--- config.mk ---
export PLATFORM = sky130hd
export DESIGN_NAME = s_store_ctrl
export DESIGN_NICKNAME = d
export VERILOG_FILES = /design/src/rtl/s_store_ctrl.sv
export SDC_FILE = /design/constraint.sdc
export NUM_CORES = 1
export LEC_CHECK = 0
export BUFFER_PORTS_ARGS = -buffer_cell sky130_fd_sc_hd__buf_2
export CORE_MARGIN = 8
export CORE_UTILIZATION = 56
export DETAILED_ROUTE_END_ITERATION = 8
export HOLD_SLACK_MARGIN = 0.02
export PLACE_DENSITY = 0.86
export SLEW_MARGIN = 0
export SYNTH_ARGS = -nofsm -noshare
export SYNTH_HDL_FRONTEND = slang
export SYNTH_SLANG_ARGS = --single-unit
--- constraint.sdc ---
create_clock -name clk -period 6.3 [get_ports clk]
set_input_delay 1.26 -clock clk [delete_from_list [all_inputs] [get_ports clk]]
set_output_delay 1.26 -clock clk [all_outputs]
set_load 0.03 [all_outputs]
--- src/rtl/s_store_ctrl.sv ---
// S-type store sequencer: decodes SB/SH/SW, reads rs1/rs2 from a synchronous-read
// register file, forms address/strobes/lane data and issues one data-memory write.
module s_store_ctrl (
   input  logic        clk,
   input  logic        rst,
   input  logic        inst_valid,
   output logic        inst_ready,
   input  logic [31:0] instruction_word,
   output logic [4:0]  rf_rs1_addr,
   output logic [4:0]  rf_rs2_addr,
   input  logic [31:0] rf_rs1_data,
   input  logic [31:0] rf_rs2_data,
   output logic        mem_valid,
   input  logic        mem_ready,
   output logic [31:0] mem_addr,
   output logic [31:0] mem_wdata,
   output logic [3:0]  mem_wstrb,
   output logic        busy,
   output logic        done,
   output logic        fault,
   output logic [1:0]  fault_cause,
   output logic [31:0] fault_addr
);

   // state   | meaning
   // IDLE    | ready for a new instruction
   // READ    | register-file addresses presented, data arrives next cycle
   // EXEC    | compute ea, lanes, legality and alignment
   // MEM     | write request outstanding until mem_ready
   // DONE    | one-cycle completion pulse
   // FAULT   | one-cycle abort pulse, no memory request
   typedef enum logic [2:0] {
      S_IDLE  = 3'd0,
      S_READ  = 3'd1,
      S_EXEC  = 3'd2,
      S_MEM   = 3'd3,
      S_DONE  = 3'd4,
      S_FAULT = 3'd5
   } state_t;

   state_t      state, state_nxt;
   logic [31:0] inst_q;

   logic [6:0]  opcode;
   logic [2:0]  funct3;
   logic [31:0] imm;
   logic [31:0] ea;
   logic        illegal;
   logic        misaligned;
   logic [3:0]  wstrb_c;
   logic [31:0] wdata_c;

   assign opcode = inst_q[6:0];
   assign funct3 = inst_q[14:12];
   assign imm    = {{20{inst_q[31]}}, inst_q[31:25], inst_q[11:7]};
   assign ea     = rf_rs1_data + imm;

   assign illegal    = (opcode != 7'b0100011) || (funct3 > 3'b010);
   assign misaligned = ((funct3 == 3'b001) && ea[0]) ||
                       ((funct3 == 3'b010) && (ea[1:0] != 2'b00));

   always_comb begin
      wstrb_c = 4'b0000;
      wdata_c = 32'h0;
      case (funct3)
         3'b000: begin
            wstrb_c = 4'b0001 << ea[1:0];
            wdata_c = {4{rf_rs2_data[7:0]}};
         end
         3'b001: begin
            wstrb_c = 4'b0011 << ea[1:0];
            wdata_c = {2{rf_rs2_data[15:0]}};
         end
         3'b010: begin
            wstrb_c = 4'b1111;
            wdata_c = rf_rs2_data;
         end
         default: begin
            wstrb_c = 4'b0000;
            wdata_c = 32'h0;
         end
      endcase
   end

   always_ff @(posedge clk) begin
      if (rst) state <= S_IDLE;
      else     state <= state_nxt;
   end

   always_comb begin
      state_nxt = state;
      case (state)
         S_IDLE:  if (inst_valid) state_nxt = S_READ;
         S_READ:  state_nxt = S_EXEC;
         S_EXEC:  state_nxt = (illegal || misaligned) ? S_FAULT : S_MEM;
         S_MEM:   if (mem_ready) state_nxt = S_DONE;
         S_DONE:  state_nxt = S_IDLE;
         S_FAULT: state_nxt = S_IDLE;
         default: state_nxt = S_IDLE;
      endcase
   end

   always_comb begin
      inst_ready  = (state == S_IDLE) && !rst;
      busy        = (state != S_IDLE);
      mem_valid   = (state == S_MEM);
      done        = (state == S_DONE);
      fault       = (state == S_FAULT);
      rf_rs1_addr = busy ? inst_q[19:15] : 5'd0;
      rf_rs2_addr = busy ? inst_q[24:20] : 5'd0;
   end

   // Request fields are only written in EXEC, so they stay frozen through MEM.
   always_ff @(posedge clk) begin
      if (rst) begin
         inst_q      <= 32'h0;
         mem_addr    <= 32'h0;
         mem_wdata   <= 32'h0;
         mem_wstrb   <= 4'b0000;
         fault_addr  <= 32'h0;
         fault_cause <= 2'b00;
      end else begin
         if (state == S_IDLE && inst_valid) inst_q <= instruction_word;
         if (state == S_EXEC) begin
            mem_addr  <= {ea[31:2], 2'b00};
            mem_wstrb <= wstrb_c;
            mem_wdata <= wdata_c;
            if (illegal || misaligned) begin
               fault_addr  <= ea;
               fault_cause <= illegal ? 2'b01 : 2'b10;
            end
         end
      end
   end

endmodule

======== Yosys cells after proc, flatten, opt, wreduce, memory -nomap -nowiden ========
Index checks and enable logic that the tools add are counted.
storage, ports and cells
  bits in registers ....................... 135
  input port bits ......................... 100
  logic and storage cells ................. 44
operators by class
  $add $sub $neg .......................... 1
  $lt $le $gt $ge ......................... 1
  equality and inequality tests ........... 10
  shifts and indexed selects .............. 2
  mux-type cells .......................... 9
  reductions and logical operators ........ 14
operators with widths
  cell                                                                              count
  32-bit one-hot mux with 3 select lines                                            1
  32-bit adder                                                                      1
  3-bit one-hot mux with 4 select lines                                             1
  4-bit one-hot mux with 3 select lines                                             1
  5-bit 2-to-1 mux                                                                  2
  3-bit by 2-bit == test with 1-bit output (second input constant)                  3
  3-bit 2-to-1 mux                                                                  3
  7-bit by 6-bit != test with 1-bit output (second input constant)                  1
  3-bit by 1-bit == test with 1-bit output (second input constant)                  2
  3-bit == test (second input constant)                                             2
  3-bit zero test                                                                   2
  1-bit logical AND                                                                 4
  2-bit AND reduction                                                               2
  1-bit by 2-bit << shifter with 4-bit output (first input constant)                1
  2-bit by 2-bit << shifter with 4-bit output (first input constant)                1
  3-bit by 2-bit greater-than comparator with 1-bit output (second input constant)  1
  1-bit logical OR                                                                  3
  3-bit nonzero test                                                                1
  2-bit 2-to-1 mux                                                                  1
  2-bit by 1-bit != test with 1-bit output (second input constant)                  1
  2-bit != test (second input constant)                                             1
  2-bit nonzero test                                                                1
  1-bit zero test                                                                   1

======== Longest topological paths before layout ========
Gate-level depths: netlist (run 1).
  word-level depth ........................ 7
  depth in mapped cells ................... 10
  gate-level depth less buffers ........... 10

======== Least setup slack after synthesis (run 1) ========
Ideal clock, no wire load.
  path kind ............................... input-to-reg
  from .................................... input port rf_rs1_data[0]
  to ...................................... register fault_addr[28]
  library setup time ...................... 133 ps
  arrival ................................. 3366 ps
  required time ........................... 6167 ps
  slack ................................... 2801 ps
  stages on the path ...................... 10
  path buffers ............................ 0
  cells stage by stage .................... ha_1 > fa_1 > a211oi_1 > o21bai_2 > o21ai_1 > o221ai_2 > a2111oi_0 > a211oi_1 > mux2i_1 > a31oi_1
between the ends
  word-level cells in the longest chain between the ends .. 6
  elaborated cells between the ends (all ways) .. 7
  those cells by class .................... add/sub (1); reduce/logical (6)
ends and longest elaborated chain
  item                                  line  text
  start: declaration                    11    input logic [31:0] rf_rs1_data,
  32-bit adder (*)                      56    assign ea = rf_rs1_data + imm;
  2-bit nonzero test                    60    ((funct3 == 3'b010) && (ea[1:0] != 2'b00));
  1-bit logical AND                     60
  1-bit logical OR                      59    assign misaligned = ((funct3 == 3'b001) && ea[0]) ||
  1-bit logical OR                      128   if (illegal || misaligned) begin
  2-bit AND reduction (no source line)  n/a
  end signal: assignment                120   fault_addr <= 32'h0;
  end signal: assignment                129   fault_addr <= ea;
  end: declaration                      22    output logic [31:0] fault_addr
Mark *: on every way between the ends. The rest lies on a longest branch, timed or not.
A chain may end at the register's enable or synchronous reset.

======== Final worst setup path (run 1) ========
  from .................................... input port rf_rs1_data[0]
  to ...................................... register mem_addr[28]
between the ends
  word-level cells in the longest chain between the ends .. 1
ends and longest elaborated chain
  item                    line  text
  32-bit adder            56
  end signal: assignment  125   mem_addr <= {ea[31:2], 2'b00};
  end: declaration        15    output logic [31:0] mem_addr,
Every way passes these cells.

==> flow_summary.toml, run 1 <==
[drt]
final_antenna_net_count = 0
vias = 7431
avgViaCountPerCell = 5.80
wl_per_cell_um = 17.2
routed_wl_mm = 22.1
first_pass_iters = 5
drc = 0
drt_iter0_markers = 576

[worst_setup_path]
endpoint_kind = "flop"
arrival_ns = 3.83
crit_top_cell = "a211oi_1"
r2r-end = "fault_addr[27]"
cp-start-kind = "input port"
crit_type = "input port to flop"
crit_fanout = 5
crit_chain = "buf_2, ha_1, fa_1, a211oi_1, o21bai_2, o21ai_1, o221ai_2, a2111oi_0, a211oi_1, mux2i_1, a31oi_1"
cp_slowest_stage_delay_ns = 0.49
rrSetupSlack_ns = 2.81
worstPathRequired_ns = 6.57
cp_slowest_cell = "a2111oi_0"
setup.worst_path.start = "rf_rs1_data[0]"
worstSetupEndpoint = "mem_addr[28]"
reg2reg_from = "inst_q[13]"
rr_worst_depth = 9

[clock_tree]
clk_latency_ns = 0.43
clk_path_buf_depth = 2
post_cts_buffers = 0
h-tree-depth = 4
tritoncts = "yes"
hold_buffers = 0
cts_num_sinks = 135
cts_root_buf = "clkbuf_16"
clkSlewWorstSetupHoldPaths_ns = 0.05
cts_made_buffers = 17
ctsResizeCount = 0

[pwr]
power_switching_uw = 746
power.clock.fraction_pct = 42.4
p_seq_share_pct = 37.8
p_comb_share_pct = 19.8
max-vdd-ir-drop_v = 0.000213
internal-power_uw = 1720
p_leak_uw = 0.00394
cellPowerDensity_nw_per_um2 = 281
swShare_pct = 30.3

[final_layout]
drive_gt1_share_pct = 23.3
fillers = 1068
antenna_cells = 0
multi_input_area_um2 = 4090
stdcell_count = 1282
layout.nets = 1229
register_area_um2 = 2700
syn2layout_area_growth_pct = 23.6

[floorplanning]
io_pins = 217
dieArea_um2 = 16500
placementRows = 41
die_height_um = 129
initial_utilization_pct = 56.7
die_w_um = 129
core_um2 = 12500

[global_routing]
grt_overflow_total = 0
grt_pass1_vias = 7047
grt_usage_pct = 26.0
grt_pass1_wl_mm = 34.7
grt_max_degree = 83
antenna_found_initial = 0

[synthesis]
synthCells = 928
async_reset_ff_share_pct = 0
ys_top_cells_by_area = "dfxtp_1 (38%), a21oi_1 (11%), nand2_1 (9.3%), ha_1 (5.5%), nor2_1 (3.5%)"
synth_top_area_cell = "dfxtp_1"
ys_seq_elements = 135
yosysWarnings = 0
syn-cell-area_um2 = 7100
synthFlopType = "dfxtp_1"
seq_area_frac_synth_pct = 38.1
synth_top_area_share_pct = 38.1
synth_edf_count = 0
synth_area_per_cell_um2 = 7.65
synth_cell_types = 58

[timing]
finalSetupViolCount = 0
fin_ws_ns = 2.74
finalHoldViolations = 0
timing.final.crit_share_pct = 56.5
finClkSkew_ns = 0.00840
rsz0062_at_grt = "false"
max_slew.worst_pin.slew_ns = 1.15
fmax_mhz = 281
tns_ns = 0
slew_viol_final = 0
layout_min_cycle_time_ns = 3.56
max_slew_margin_pct = 23.5

[worst_hold_path]
hold_class = "flop to flop"
hold_start = "mem_wstrb[0]"

[place]
placed_cells = 1250
dp_slack_ns = 2.36
io_buffers = 214
hpwl_mm = 15.5
gp_congestion = 0.923

[flow_run]
timing.max_cap.violations = 0

[status]
outcome = "finished clean"
==> stage by stage <==
| stage | cell area, um2 | total power, uW | hold slack, ns | util (%) |
|---|---|---|---|---|
| 6_report | 8770 | 2460 | 0.447 | 70.1 |
| 5_1_grt | 8770 | 2560 | 0.466 | 70.1 |
| 4_1_cts | 8770 | 2460 | 0.448 | 70.1 |
| 3_5_place_dp | 8160 | 1430 | 0.442 | 65.2 |
| 3_3_place_gp | 8160 | 1420 | 0.437 | 65.2 |
| 2_1_floorplan | 7100 | 1290 | 0.431 | - |
==> layout by cell type, fill, tap and decap left out, types with 8 or more instances in the layout <==
cell       instances
a31oi_1           10
clkbuf_16         17
a211oi_1          11
inv_1             12
ha_1              31
nand3b_1          13
nor3b_1            8
a22oi_1           24
nand2_1          174
xnor2_1           13
nor2_1            65
xor2_1             8
nand4_1            8
dfxtp_1          135
nand4b_1           8
nor2b_1           15
nor3_1            17
a21o_1            11
a21oi_1          154
and3_1             8
buf_2            213
nand3_1           19
and2_1            15
o21ai_0           30
==> metal layers <==
layer | vias up | part of all wire [%] | track usage, %
met5 | - | 0 | 0
met4 | 0 | 1.4 | 7.81
met3 | 33 | 9.2 | 8.77
met2 | 311 | 47 | 43.4
met1 | 3468 | 42 | 31.1
li1 | 3619 | - | -
==> registers in the layout (all words and copies together), names as in the netlist <==
name	count
mem_wdata	32
fault_cause	2
inst_q	32
fault_addr	32
mem_wstrb	4
mem_addr	30
state	3
==> how the worst min path moves through the flow <==
stage                    to  cells past startpoint
3_5_place_dp   mem_wstrb[1]                      2
3_3_place_gp     inst_q[17]                      2
2_1_floorplan     inst_q[0]                      2
5_1_grt           inst_q[0]                      2
6_report       mem_wstrb[0]                      2
4_1_cts        mem_wstrb[1]                      2
==> cells in the mapped netlist (7+ instances only) <==
master / count
xor2_1: 8
nand4b_1: 8
a21o_1: 11
xnor2_1: 13
a21oi_1: 154
dfxtp_1: 135
inv_1: 12
nor3_1: 17
and2_1: 15
clkbuf_1: 55
a31oi_1: 10
nand3b_1: 13
and3_1: 8
nor2b_1: 15
ha_1: 31
o21ai_1: 7
o21ai_0: 30
nor3b_1: 8
a22oi_1: 24
nand4_1: 8
a211oi_1: 11
nand3_1: 19
nand2_1: 175
nor2_1: 66
==> cell families after synthesis <==
| kind of cell | count (synthesis) | share of synthesized area, % |
|---|---|---|
| AND/OR/NAND/NOR | 376 | 25.1 |
| AO/OA/AOI/OAI | 279 | 23.4 |
| flip-flops | 135 | 38.1 |
| buffers and inverters | 81 | 4.57 |
| adder cells (fa/ha/maj) | 32 | 5.75 |
| XOR/XNOR | 21 | 2.59 |
| multiplexers | 3 | 0.441 |
| other | 1 | 0.0528 |
==> power by group through the flow <==
stage / clock network, uW / logic, uW / registers (uW)
floorplan: 0 / 295 / 993
global placement: 0 / 474 / 948
detailed placement: 0 / 478 / 950
CTS: 1050 / 484 / 932
global route: 1090 / 533 / 938
finish: 1040 / 488 / 933
==> worst max-delay path: cells and delay by family <==
kind | cells | cell delay, ns
fa+ha+maj | 2 | 0.65
mux | 1 | 0.19
buf+inv | 1 | 0.10
compound gates | 7 | 1.62
==> cell type report <==
type,instances,area share (%)
Multi-Input combinational cell,713,46.6
Sequential cell,135,30.8
Timing Repair Buffer,218,12.6
Clock buffer,22,5.41
Tap cell,172,2.45
Clock inverter,10,1.61
Inverter,12,0.514
No activity file was read; power rests on OpenSTA's default activity.
==> run 2, diff against run 1 <==
--- a/config.mk
+++ b/config.mk
@@ -7,10 +7,10 @@
 export LEC_CHECK = 0
 export BUFFER_PORTS_ARGS = -buffer_cell sky130_fd_sc_hd__buf_2
 export CORE_MARGIN = 8
-export CORE_UTILIZATION = 56
+export CORE_UTILIZATION = 47
 export DETAILED_ROUTE_END_ITERATION = 8
 export HOLD_SLACK_MARGIN = 0.02
-export PLACE_DENSITY = 0.86
+export PLACE_DENSITY = 0.77
 export SLEW_MARGIN = 0
 export SYNTH_ARGS = -nofsm -noshare
 export SYNTH_HDL_FRONTEND = slang
==> constraint.sdc (replaced) <==
create_clock -name clk -period 2.9 [get_ports clk]
set_input_delay 0.58 -clock clk [delete_from_list [all_inputs] [get_ports clk]]
set_output_delay 0.58 -clock clk [all_outputs]
set_load 0.03 [all_outputs]
==> run 2 against run 1 <==
Compared with the run above:
- first-iteration DRC count fell by 1.0%
- final area up 5.0%
- largest cell class unchanged
- core utilization down 8.6 points
- critical endpoint is now fault_addr[30]
- hold slack lost 0.060 ns
- largest power group unchanged
==> flow_summary.toml, run 2 (synthesized netlist as in run 1, its figures left out) <==
[clock_tree]
cts_root_buf = "clkbuf_16"
cts_made_buffers = 17
h-tree-depth = 4
post_cts_buffers = 0
clk_path_buf_depth = 2
tritoncts = "yes"
clk_latency_ns = 0.42
cts_num_sinks = 135
clkSlewWorstSetupHoldPaths_ns = 0.06

[global_routing]
antenna_found_initial = 0
grt_pass1_wl_mm = 37.5
grt_pass1_vias = 7453
grt_usage_pct = 23.6
grt_overflow_total = 0
grt_max_degree = 101

[pwr]
swShare_pct = 30.1
power.clock.fraction_pct = 39.5
p_leak_uw = 0.00420
cellPowerDensity_nw_per_um2 = 572
max-vdd-ir-drop_v = 0.000364
p_comb_share_pct = 22.3
p_seq_share_pct = 38.2
internal-power_uw = 3680
power_switching_uw = 1580

[floorplanning]
io_pins = 217
placementRows = 45
initial_utilization_pct = 47.4
die_height_um = 139
dieArea_um2 = 19300
core_um2 = 15000
die_w_um = 139

[final_layout]
stdcell_count = 1351
syn2layout_area_growth_pct = 29.8
antenna_cells = 0
fillers = 1368
biggestRegsByFlops = "fault_addr: 32 flops, inst_q: 32 flops, mem_wdata: 32 flops"
utilization_pct = 61.5
register_area_um2 = 2700
multi_input_area_um2 = 4100
drive_gt1_share_pct = 27.0
final_common_cell = "buf_2"
final_cell_mix = "buf_2 (213), nand2_1 (174), a21oi_1 (154)"
layout.nets = 1284

[timing]
rsz0062_at_grt = "false"
finClkSkew_ns = 0.00651
max_slew.worst_pin.slew_ns = 0.710
slew_viol_final = 0
layout_min_cycle_time_ns = 2.75
finalSetupViolCount = 0
fmax_mhz = 364
max_slew_margin_pct = 52.5
finalHoldViolations = 0
whs_ns = 0.387
fin_ws_ns = 0.153
timing.final.crit_share_pct = 94.7

[drt]
first_pass_iters = 5
drt_iter0_markers = 570
avgViaCountPerCell = 5.58
routed_wl_mm = 23.1
drc = 0
vias = 7532
wl_per_cell_um = 17.1
final_antenna_net_count = 0

[worst_setup_path]
cp-start-kind = "flop"
arrival_ns = 3.11
worstPathRequired_ns = 3.27
endpoint_kind = "flop"
crit_type = "flop to flop"
crit_fanout = 4

[place]
placed_cells = 1321
dp_slack_ns = -0.216
io_buffers = 214
hpwl_mm = 17.1
gp_congestion = 0.921

[worst_hold_path]
hold_class = "input port to flop"

[status]
outcome = "finished clean"

[flow_run]
timing.max_cap.violations = 0
run 2: worst paths after layout:
| check | startpoint | endpoint | slack (ns) | depth (start not counted) |
|---|---|---|---|---|
| worst min-delay path | instruction_word[18] | inst_q[18] | 0.39 | 3 |
| worst min register to register | inst_q[19] | inst_q[19] | 0.45 | 2 |
| worst max register to register | inst_q[7] | fault_addr[30] | 0.15 | 12 |
| worst max-delay path | inst_q[7] | fault_addr[30] | 0.15 | 12 |
run 2: repair_timing:
item                       CTS  global route
setup endpoints to repair    0             9
hold buffers                 0             0
gates resized for setup      0             3
run 2: final cells by class:
cell class / count / share of cell area, %
multi-input cells: 713 / 44.5
flip-flops and latches: 135 / 29.3
repair buffers: 273 / 17.0
clock buffers: 21 / 5.00
well taps: 188 / 2.55
clock inverters: 9 / 1.11
inverters: 12 / 0.489
run 2: metal layers:
metal  global-route usage [%]  vias up  part of all wire [%]
li1                         -     3719                     -
met1                     27.9     3490                    42
met2                     39.8      293                    48
met3                     7.19       30                   8.4
met4                     8.78        0                   1.7
met5                        0        -                     0
run 2: metrics by stage:
step	instance area [um2]	TNS [ns]	power (uW)
after floorplan	7100	0	2800
after global placement	8640	-1.43	3200
after detailed placement	8640	-2.29	3210
after CTS	9200	0	5290
after global routing	9210	0	5500
final	9210	0	5270
run 2: worst max-delay path, cell delays in order (launching register included):
cell and delay, ns:
dfxtp_1 0.34, ha_1 0.19, fa_1 0.20, a211oi_1 0.09
o21bai_2 0.21, buf_4 0.16, o211ai_2 0.08, a211o_1 0.38
a2111oi_2 0.33, a211oi_1 0.09, buf_4 0.15, or4_1 0.40
nand3_1 0.07
run 2: power groups by stage:
stage          Sequential (uW)  Clock, uW  Combinational (uW)
2_1_floorplan             2160          0                 641
3_3_place_gp              2050          0                1150
3_5_place_dp              2050          0                1160
4_1_cts                   2010       2110                1170
5_1_grt                   2030       2190                1290
6_report                  2010       2080                1170
==> run 3, diff against run 2 <==
--- a/config.mk
+++ b/config.mk
@@ -11,6 +11,7 @@
 export DETAILED_ROUTE_END_ITERATION = 8
 export HOLD_SLACK_MARGIN = 0.02
 export PLACE_DENSITY = 0.77
+export REMOVE_ABC_BUFFERS = 1
 export SLEW_MARGIN = 0
 export SYNTH_ARGS = -nofsm -noshare
 export SYNTH_HDL_FRONTEND = slang
==> run 3 against run 2 <==
Compared with the run above:
- clock skew rose by 0.0028 ns
- sequential power barely moved
- critical path depth fell by 1
- via count fell by 0.92%
- register-to-register slack improved by 0.06 ns
- maximum frequency rose by 2.2%
- die area did not move
- final area fell by 0.43%
- final cell count fell by 0.67%
- clock power rose by 4%
- combinational power barely moved
- first-iteration DRC count fell by 17%
- largest cell class unchanged
- largest power group unchanged
- highest routed layer unchanged
==> flow_summary.toml, run 3 (synthesized netlist as in run 1, its figures left out) <==
[clock_tree]
hold_buffers = 0
ctsResizeCount = 0
clk_latency_ns = 0.43
cts_num_sinks = 135
cts_root_buf = "clkbuf_16"
h-tree-depth = 4
clkSlewWorstSetupHoldPaths_ns = 0.06
cts_made_buffers = 17
post_cts_buffers = 0
tritoncts = "yes"
clk_path_buf_depth = 2

[final_layout]
drive_gt1_share_pct = 26.6
syn2layout_area_growth_pct = 29.3
stdcell_count = 1342
layout.nets = 1271
final_cell_mix = "buf_2 (213), nand2_1 (174), a21oi_1 (154)"
fillers = 1369
biggestRegsByFlops = "fault_addr: 32 flops, inst_q: 32 flops, mem_wdata: 32 flops"
final_common_cell = "buf_2"

[pwr]
power.total_uw = 5330
p_leak_uw = 0.00416
p_seq_share_pct = 37.7
cellPowerDensity_nw_per_um2 = 581
swShare_pct = 30.7
p_comb_share_pct = 21.6
internal-power_uw = 3690
power.clock.fraction_pct = 40.7
power_switching_uw = 1640
max-vdd-ir-drop_v = 0.000406

[drt]
wl_per_cell_um = 16.7
vias = 7463
final_antenna_net_count = 0
avgViaCountPerCell = 5.56
first_pass_iters = 6
routed_wl_mm = 22.4
drt_iter0_markers = 474
drc = 0

[timing]
max_slew_margin_pct = 51.1
rsz0062_at_grt = "false"
fmax_mhz = 372
finClkSkew_ns = 0.00928
fin_ws_ns = 0.214
max_slew.worst_pin.slew_ns = 0.733
slew_viol_final = 0
finalHoldViolations = 0
finalSetupViolCount = 0
timing.final.crit_share_pct = 92.6
layout_min_cycle_time_ns = 2.69

[place]
gp_congestion = 0.931
hpwl_mm = 16.4
dp_slack_ns = -0.257
placed_cells = 1308
io_buffers = 214

[global_routing]
antenna_found_initial = 2
grt_usage_pct = 23.1
grt_max_degree = 79
grt_pass1_wl_mm = 36.6
grt_overflow_total = 0
grt_pass1_vias = 7224

[worst_setup_path]
endpoint_kind = "flop"
crit_type = "flop to flop"
worstPathRequired_ns = 3.21
crit_fanout = 4
cp-start-kind = "flop"
arrival_ns = 3.00

[floorplanning]
die_height_um = 139
dieArea_um2 = 19300
io_pins = 217
placementRows = 45
core_um2 = 15000
die_w_um = 139
initial_utilization_pct = 47.4

[worst_hold_path]
hold_class = "input port to flop"

[flow_run]
timing.max_cap.violations = 0

[status]
outcome = "finished clean"
## run 3: through the flow
stage	hold slack, ns	TNS [ns]	cell area (um2)	utilization [%]
5_1_grt	0.377	0	9170	61.2
6_report	0.387	0	9170	61.2
3_3_place_gp	0.437	-1.87	8550	57.1
4_1_cts	0.377	0	9150	61.1
3_5_place_dp	0.442	-2.13	8550	57.1
2_1_floorplan	0.425	-15.26	6820	-
## run 3: per-layer routing
metal | up-vias | track usage [%] | share of wire, %
li1 | 3692 | - | -
met1 | 3455 | 27.3 | 43
met2 | 283 | 39.2 | 49
met3 | 33 | 6.51 | 6.8
met4 | 0 | 8.49 | 1.7
met5 | - | 0 | 0
## run 3: layout make-up
| class | instances | area [um2] | area share, % |
|---|---|---|---|
| flip-flops and latches | 135 | 2700 | 29.5 |
| inverters | 12 | 45.0 | 0.491 |
| clock inverters | 13 | 145 | 1.58 |
| diodes | 2 | 5.00 | 0.0546 |
| clock buffers | 19 | 453 | 4.94 |
| well taps | 188 | 235 | 2.56 |
| repair buffers | 260 | 1480 | 16.2 |
| multi-input cells | 713 | 4110 | 44.8 |
## run 3: critical path, cell delays in order (launching register included)
cell and delay [ns]:
dfxtp_1 0.31, ha_1 0.21, fa_1 0.45, a211oi_2 0.26, o21bai_2 0.11, buf_4 0.15, o211ai_2 0.17, a211o_1 0.27
a21oi_1 0.10, a31oi_1 0.33, or4_1 0.17, nand3_1 0.06
## run 3: worst paths after layout
check	startpoint	end	slack [ns]	depth (start not counted)
max	inst_q[7]	mem_addr[26]	0.21	11
min reg2reg	inst_q[15]	inst_q[15]	0.45	2
max reg2reg	inst_q[7]	mem_addr[26]	0.21	11
min	instruction_word[23]	inst_q[23]	0.39	3
## run 3: power groups by stage
stage | clock [uW] | sequential [uW] | combinational [uW]
finish | 2170 | 2010 | 1150
global route | 2300 | 2020 | 1260
CTS | 2210 | 2010 | 1140
detailed placement | 0 | 2050 | 1130
global placement | 0 | 2050 | 1120
floorplan | 0 | 2170 | 576
